File: config.mk
export PLATFORM = sky130hd
export DESIGN_NAME = vx_ttu_ctrl
export DESIGN_NICKNAME = d
export VERILOG_FILES = /design/src/rtl/vx_ttu_ctrl.sv
export SDC_FILE = /design/constraint.sdc
export NUM_CORES = 1
export LEC_CHECK = 0
export ABC_AREA = 1
export CORE_MARGIN = 2
export CORE_UTILIZATION = 35
export DETAILED_ROUTE_END_ITERATION = 8
export PLACE_DENSITY_LB_ADDON = 0.08
export RECOVER_POWER = 50
export REMOVE_ABC_BUFFERS = 1
export SETUP_SLACK_MARGIN = 0.3
export SLEW_MARGIN = 10
export SYNTH_ARGS = -nofsm -noshare
export SYNTH_HDL_FRONTEND = slang
export SYNTH_SLANG_ARGS = --single-unit
export TNS_END_PERCENT = 30
File: constraint.sdc
create_clock -name clk -period 1.8 [get_ports clk]
set_input_delay 0.18 -clock clk [delete_from_list [all_inputs] [get_ports clk]]
set_output_delay 0.18 -clock clk [all_outputs]
set_load 0.02 [all_outputs]
File: src/rtl/vx_ttu_ctrl.sv
// Thread Transfer Unit master sequencer: round-robin IRQ arbitration, warp scan for a
// free thread, ISR run with watchdog, and hand-back of the saved mask/PC for restore.
module vx_ttu_ctrl #(
    parameter int               NUM_IRQ     = 4,
    parameter int               NUM_WARPS   = 4,
    parameter int               NUM_THREADS = 4,
    parameter int               XLEN        = 32,
    parameter logic [XLEN-1:0]  ISR_BASE    = 32'h8000_0000,
    parameter logic [XLEN-1:0]  ISR_STRIDE  = 32'h0000_0100,
    parameter int               TIMEOUT     = 1024,
    localparam int              NW_WIDTH    = (NUM_WARPS > 1) ? $clog2(NUM_WARPS) : 1,
    localparam int              NT_WIDTH    = (NUM_THREADS > 1) ? $clog2(NUM_THREADS) : 1
) (
    input  logic                   clk,
    input  logic                   reset_n,
    input  logic [NUM_IRQ-1:0]     irq_req,
    input  logic [NUM_IRQ-1:0]     irq_mask,
    output logic [NUM_IRQ-1:0]     irq_ack,
    output logic [NUM_IRQ-1:0]     irq_drop,
    output logic                   timeout_err,
    output logic                   busy,
    output logic [2:0]             state,
    output logic [XLEN-1:0]        ISR_PC,
    output logic [NW_WIDTH-1:0]    wid,
    output logic [NT_WIDTH-1:0]    tid,
    input  logic                   pipeline_drained,
    input  logic                   thread_found,
    input  logic [NUM_THREADS-1:0] current_thread_mask,
    input  logic [XLEN-1:0]        current_PC,
    input  logic                   ISR_done,
    output logic [NUM_THREADS-1:0] interrupted_thread_mask,
    output logic [XLEN-1:0]        interrupted_PC
);
    localparam int IRQ_W = (NUM_IRQ > 1) ? $clog2(NUM_IRQ) : 1;
    localparam int WD_W  = $clog2(TIMEOUT);

    typedef enum logic [2:0] {
        S_IDLE    = 3'd0,
        S_DRAIN   = 3'd1,
        S_SCAN    = 3'd2,
        S_SWAP    = 3'd3,
        S_RUN     = 3'd4,
        S_RESTORE = 3'd5
    } state_e;

    state_e                 state_q, state_d;
    logic [IRQ_W-1:0]       irq_id_q, irq_id_d;
    logic [IRQ_W-1:0]       rr_ptr_q, rr_ptr_d;
    logic [XLEN-1:0]        isr_pc_q, isr_pc_d;
    logic [NW_WIDTH-1:0]    wid_q, wid_d;
    logic [NT_WIDTH-1:0]    tid_q, tid_d;
    logic [NUM_THREADS-1:0] imask_q, imask_d;
    logic [XLEN-1:0]        ipc_q, ipc_d;
    logic [WD_W-1:0]        watchdog_q, watchdog_d;
    logic                   drop_q, drop_d;
    logic                   timeout_q, timeout_d;
    logic                   busy_q;

    logic [NUM_IRQ-1:0]     pending_s;
    logic                   grant_valid_s;
    logic [IRQ_W-1:0]       grant_id_s;
    logic [NT_WIDTH-1:0]    low_tid_s;
    logic [NUM_IRQ-1:0]     irq_onehot_s;

    // Successor of a line index in the round-robin ring.
    function automatic logic [IRQ_W-1:0] next_rr(input logic [IRQ_W-1:0] id);
        return (id == IRQ_W'(NUM_IRQ - 1)) ? '0 : id + IRQ_W'(1);
    endfunction

    assign pending_s = irq_req & irq_mask;

    // Round-robin pick: first pending line at or after rr_ptr, wrapping.
    always_comb begin
        logic [IRQ_W:0]   sum_v;
        logic [IRQ_W-1:0] idx_v;
        grant_valid_s = 1'b0;
        grant_id_s    = '0;
        sum_v         = '0;
        idx_v         = '0;
        for (int i = NUM_IRQ - 1; i >= 0; i--) begin
            sum_v = {1'b0, rr_ptr_q} + (IRQ_W + 1)'(i);
            idx_v = (sum_v >= (IRQ_W + 1)'(NUM_IRQ)) ? IRQ_W'(sum_v - (IRQ_W + 1)'(NUM_IRQ))
                                                     : IRQ_W'(sum_v);
            grant_valid_s = grant_valid_s | pending_s[idx_v];
            grant_id_s    = pending_s[idx_v] ? idx_v : grant_id_s;
        end
    end

    // Lowest set bit of the slave's active mask selects the borrowed thread.
    always_comb begin
        low_tid_s = '0;
        for (int t = NUM_THREADS - 1; t >= 0; t--) begin
            low_tid_s = current_thread_mask[t] ? NT_WIDTH'(t) : low_tid_s;
        end
    end

    // One-hot decode of the latched IRQ for the ack/drop pulses.
    always_comb begin
        irq_onehot_s = '0;
        for (int k = 0; k < NUM_IRQ; k++) begin
            irq_onehot_s[k] = (irq_id_q == IRQ_W'(k));
        end
    end

    // Sequencer next-state and datapath latch decisions.
    always_comb begin
        state_d    = state_q;
        irq_id_d   = irq_id_q;
        rr_ptr_d   = rr_ptr_q;
        isr_pc_d   = isr_pc_q;
        wid_d      = wid_q;
        tid_d      = tid_q;
        imask_d    = imask_q;
        ipc_d      = ipc_q;
        watchdog_d = watchdog_q;
        drop_d     = 1'b0;
        timeout_d  = 1'b0;
        case (state_q)
            S_IDLE: begin
                if (grant_valid_s) begin
                    irq_id_d = grant_id_s;
                    isr_pc_d = ISR_BASE + (XLEN'(grant_id_s) * ISR_STRIDE);
                    wid_d    = '0;
                    state_d  = S_DRAIN;
                end else begin
                    state_d  = S_IDLE;
                end
            end
            S_DRAIN: begin
                if (!pipeline_drained) begin
                    state_d = S_DRAIN;
                end else if (thread_found) begin
                    imask_d = current_thread_mask;
                    ipc_d   = current_PC;
                    tid_d   = low_tid_s;
                    state_d = S_SWAP;
                end else if (wid_q == NW_WIDTH'(NUM_WARPS - 1)) begin
                    drop_d   = 1'b1;
                    rr_ptr_d = next_rr(irq_id_q);
                    state_d  = S_IDLE;
                end else begin
                    state_d = S_SCAN;
                end
            end
            S_SCAN: begin
                wid_d   = wid_q + NW_WIDTH'(1);
                state_d = S_DRAIN;
            end
            S_SWAP: begin
                watchdog_d = '0;
                state_d    = S_RUN;
            end
            S_RUN: begin
                watchdog_d = watchdog_q + WD_W'(1);
                if (ISR_done) begin
                    state_d = S_RESTORE;
                end else if (watchdog_q == WD_W'(TIMEOUT - 1)) begin
                    timeout_d = 1'b1;
                    state_d   = S_RESTORE;
                end else begin
                    state_d = S_RUN;
                end
            end
            S_RESTORE: begin
                rr_ptr_d = next_rr(irq_id_q);
                state_d  = S_IDLE;
            end
            default: begin
                state_d = S_IDLE;
            end
        endcase
    end

    // State and datapath registers.
    always_ff @(posedge clk or negedge reset_n) begin
        if (!reset_n) begin
            state_q    <= S_IDLE;
            irq_id_q   <= '0;
            rr_ptr_q   <= '0;
            isr_pc_q   <= '0;
            wid_q      <= '0;
            tid_q      <= '0;
            imask_q    <= '0;
            ipc_q      <= '0;
            watchdog_q <= '0;
            drop_q     <= 1'b0;
            timeout_q  <= 1'b0;
            busy_q     <= 1'b0;
        end else begin
            state_q    <= state_d;
            irq_id_q   <= irq_id_d;
            rr_ptr_q   <= rr_ptr_d;
            isr_pc_q   <= isr_pc_d;
            wid_q      <= wid_d;
            tid_q      <= tid_d;
            imask_q    <= imask_d;
            ipc_q      <= ipc_d;
            watchdog_q <= watchdog_d;
            drop_q     <= drop_d;
            timeout_q  <= timeout_d;
            busy_q     <= (state_d != S_IDLE);
        end
    end

    assign irq_ack                 = (state_q == S_RESTORE) ? irq_onehot_s : '0;
    assign irq_drop                = drop_q ? irq_onehot_s : '0;
    assign timeout_err             = timeout_q;
    assign busy                    = busy_q;
    assign state                   = state_q;
    assign ISR_PC                  = isr_pc_q;
    assign wid                     = wid_q;
    assign tid                     = tid_q;
    assign interrupted_thread_mask = imask_q;
    assign interrupted_PC          = ipc_q;

endmodule
Word-level counts from Yosys, hierarchy flattened
Index checks and enable logic that the tools add are counted.

Flip-flop bits (word level): 92. Bits in latches: 0. Memory bits (writable): 0. ROM bits: 0. Input port bits: 49. Memories kept: 0.

$add $sub $neg: 11. Multiply operators: 0. Div/mod/pow operators: 0. Magnitude comparators: 8. Equal/unequal tests: 14. Shift-type cells: 0. Mux-type cells: 44. Bitwise gates (word level): 4. Reduce and logical (&&, ||, !) cells: 10.

Operator list (count): 2-bit two-way mux (20); 32-bit by 10-bit adder with 32-bit output (first input constant) (1); 10-bit one-hot mux with 2 select lines (1); 3-bit one-hot mux with 5 select lines (1); 1-bit two-way mux (14); 2-bit by 3-bit less-than comparator with 1-bit output (second input constant) (4); 10-bit by 1-bit adder with 10-bit output (second input constant) (1); 10-bit == test (second input constant) (1); 3-bit >= comparator (second input constant) (3); 1-bit binary-select mux with 2-bit select (4); 4-bit two-way mux (2); 2-bit != test (second input constant) (4); 2-bit one-hot mux with 2 select lines (2); 2-bit by 1-bit subtractor with 2-bit output (second input constant) (4); 2-bit by 2-bit adder with 3-bit output (second input constant) (2); 2-bit == test (second input constant) (3); 3-bit by 2-bit == test with 1-bit output (second input constant) (2); 3-bit == test (second input constant) (2); 2-bit nonzero test (3); 2-bit by 1-bit adder with 2-bit output (second input constant) (2); 4-bit AND (1); 2-bit AND reduction (2); 4-bit AND reduction (1); 2-bit by 1-bit adder with 3-bit output (second input constant) (1); 8 further kinds (10).

Depth between registers and ports, before layout
Word-level depth: 11. Gate-level depth with buffers: 12. Mapped depth without buffers: 11.

Least setup slack after synthesis
No wires, ideal clock.

Path kind: flip-flop to flip-flop. Start: register state_q[2], in the netlist state[2]. End: register tid_q[0], in the netlist tid[0]. Data arrival time: 1.359 ns. Required time: 1.679 ns. Setup slack: 0.320 ns. Stages on the path, launching flop included: 7. Buffers on the path: 1. Cell sequence: dfrtp_1 nor3_4 inv_2 nor2_8 inv_2 buf_6 a22o_1.

Cells in the longest elaborated chain, start to end: 2.

RTL lines: from (decl) (line 46) `state_e state_q, state_d;`; from (signal assigned) (line 190) `state_q <= state_d;`; 3-bit by 1-bit == test with 1-bit output (line 118) `case (state_q)`; 3-bit AND reduction (no source line); to (signal assigned) (line 195) `tid_q <= tid_d;`; to (decl) (line 51) `logic [NT_WIDTH-1:0] tid_q, tid_d;`.

Every way passes these cells. A chain may end at the register's enable or synchronous reset.

Final worst setup path
Start: register watchdog_q[1]. End: register watchdog_q[6].

Cells in the longest elaborated chain, start to end: 2.

RTL lines: from (decl) (line 54) `logic [WD_W-1:0] watchdog_q, watchdog_d;`; from (signal assigned) (line 198) `watchdog_q <= watchdog_d;`; 10-bit by 1-bit adder with 10-bit output (line 154) `watchdog_d = watchdog_q + WD_W'(1);`; 10-bit one-hot mux with 2 select lines (line 118).

Every way passes these cells.

==> results.cfg <==
[run_status]
outcome = complete, no violations

[critical_path]
worstSetupPathType = flop to flop
crit_buf_inv = 2
startpoint = watchdog_q[1]
path_cells = ha_1, nand2_1, nor2_1, inv_1, nor2_2, nand3_1, o21ai_0, inv_1
worstPathRequired_ns = 2.02
reg2reg_setup_slack_ns = 0.20
critPathCaptureType = flop
slowest_delay_ns = 0.40
path_delay_family = simple AND/OR/NAND/NOR gates
cp_common_cell = inv_1
cp_data_arrival_time_ns = 1.82
worst_path_max_delay_cell = dfrtp_1
r2r_cells = 8
reg2reg_from = watchdog_q[1]
worst_setup_path_start_kind = flop
r2r-end = watchdog_q[6]
crit_fanout = 4

[place]
routabilityCongestion = 0.8449
post-place-ws_ns = 0.1455
port_buffers = 104
place_area_mm2 = 0.004175
dpl.hpwl_um = 5120

[timing]
tns_ns = 0
hold_viol_final = 0
worstMarginPinSlew_ns = 0.8267
fin_crit_sh_pct = 89.08
slew_headroom_pct = 44.89
fin_skew_ns = 0.006248
hold_ws_ns = 0.3760
rsz0062_at_grt = yes
setup_viol = 0
worst_slack_ns = 0.1965
drv_slew = 0
fmax_mhz = 623.6
fin_crit_ns = 1.604

[power_and_ir_drop]
irDropWorstVdd_mv = 0.8717
powerDensity_mw_per_mm2 = 1596
p_leak_uw = 0.002478

[final_layout]
layout.nets = 597
drive_gt1_share_pct = 21.25
layout_common_cells = nand2_1, clkdlybuf4s50_1, dfrtp_1, conb_1, inv_1
fin_area_mm2 = 0.004913
fin_util_pct = 56.62
n_antenna_cell = 0
final_common_cell = nand2_1
syn2layout_area_growth_pct = 58.03

[worst_hold_path]
min_to = interrupted_PC[5]
min_path_type = input pin to flop
holdPathStages = 3
worstHoldStart = current_PC[5]

[drt]
vias = 2922
ant_nets = 0
drt-total-wl_um = 8266
wire_per_inst_um = 12.64
drc = 0
drt_iter0_markers = 87
viasPerCell = 4.468
drtPass1Iterations = 4

[grt]
grt_pass1_vias = 2620
overflow = 0
grt_max_degree = 62
antenna_found_initial = 0
grt_util_all_layers_pct = 15.36
grt_pass1_wl_um = 11920

[yosys]
netlist_area_mm2 = 0.003109
syn_avg_cell_area_um2 = 7.852
syn_inst = 396
ys_warn_count = 0
yosysSeqAreaShare_pct = 49.09
synth_seq_cells = 61
synth_cell_types = 28

[floorplan]
start_util_pct = 35.83
pin_count = 134
die_h_um = 98.25
rows = 34
dieArea_mm2 = 0.009653
die_w_um = 98.25
coreArea_mm2 = 0.008678

[cts]
numCtsBuffers = 9
cts_tree = built
cts_root_buf = clkbuf_8
worstSkewPairLatency_ns = 0.33
cts_num_sinks = 61
clkTransAtPathRegs_ns = 0.07
cts_max_level = 3
clockBufferDepth = 2

[run]
maxCapViolCount = 0
[worst max-delay path by stage]
stage,slack (ns),end,cells after the start
after detailed placement,0.15,irq_ack[0],3
after global routing,0.05,watchdog_q[6],9
after global placement,0.20,irq_ack[0],4
after CTS,0.16,irq_ack[0],5
final,0.20,watchdog_q[6],8
after floorplan,-0.004,tid[0],5
[what timing repair did]
| action | CTS | global route |
|---|---|---|
| pin swaps | 1 | 20 |
| setup buffers | 5 | 25 |
| resized for setup | 49 | 74 |
| hold buffers | 1 | 0 |
| setup endpoints to repair | 76 | 94 |
| hold endpoints to repair | 61 | 0 |
| gates cloned | 0 | 5 |
[Yosys cell counts, drive strengths merged]
| cell | count | area [µm²] |
|---|---|---|
| buf | 36 | 274.0 |
| o21ai | 13 | 65.06 |
| o21a | 1 | 7.510 |
| o21bai | 1 | 7.510 |
| a22o | 1 | 8.760 |
| nand2 | 168 | 635.6 |
| nand4 | 2 | 12.51 |
| a32o | 1 | 10.01 |
| dfrtp | 61 | 1526 |
| clkbuf | 1 | 3.750 |
| ha | 6 | 75.07 |
| o22ai | 1 | 6.260 |
| nor2 | 28 | 123.9 |
| o31ai | 3 | 22.52 |
| inv | 36 | 135.1 |
| nand3 | 24 | 120.1 |
| clkinv | 1 | 3.750 |
| nor3 | 6 | 41.29 |
| nor4 | 1 | 6.260 |
| a21oi | 4 | 20.02 |
| conb | 1 | 3.750 |
[final cells by class]
cell class              instances  area, µm²
clock buffers                  12      165.2
clock inverters                 3      67.56
fillers                       821       3765
inverters                      37      156.4
multi-input cells             290       1436
flip-flops and latches         61       1530
well taps                     108      135.1
repair buffers                142       1414
repair inverters                1      8.758
[routing by layer]
layer | part of all wire, % | global-route usage (%) | wire [µm] | vias to the layer above
met3 | 9.9 | 7.946 | 816 | 10
met4 | 1.2 | 4.742 | 96 | 0
met2 | 48 | 24.71 | 3977 | 110
met1 | 41 | 17.96 | 3376 | 1339
met5 | 0 | 0 | 0 | -
li1 | - | - | - | 1463
[flip-flops by register name, indices dropped and copies added (netlist names), 2 cells and up]
| signal | flops |
|---|---|
| interrupted_PC | 32 |
| rr_ptr_q | 2 |
| interrupted_thread_mask | 4 |
| tid | 2 |
| ISR_PC | 2 |
| watchdog_q | 10 |
| state | 3 |
| wid | 2 |
[worst register-to-register path, delay by kind of cell, from the launching register on]
family	cells	cell delay [ns]
compound gates	1	0.21
fa+ha+maj	1	0.20
buf+inv	2	0.15
flops	1	0.40
simple gates	4	0.52
[cell families after synthesis]
family / count (synthesis) / share of synthesized area (%)
simple gates: 229 / 30.22
flops: 61 / 49.09
buf+inv: 74 / 13.40
other cells: 1 / 0.1206
compound gates: 25 / 4.749
fa+ha+maj: 6 / 2.414
[where the power goes]
part           internal, µW  switching [µW]  leakage [µW]  total [µW]
combinational          1850            2240       0.00159        4090
clock                   886             533      0.000115        1420
sequential             1910             426      0.000769        2330
[through the flow]
stage               std cells  power, µW
finish                    654       7844
detailed placement        603       5656
global placement          603       5627
CTS                       624       7196
floorplan                 387       4128
global route              654       8383
Power figures use the tool's default switching activity.
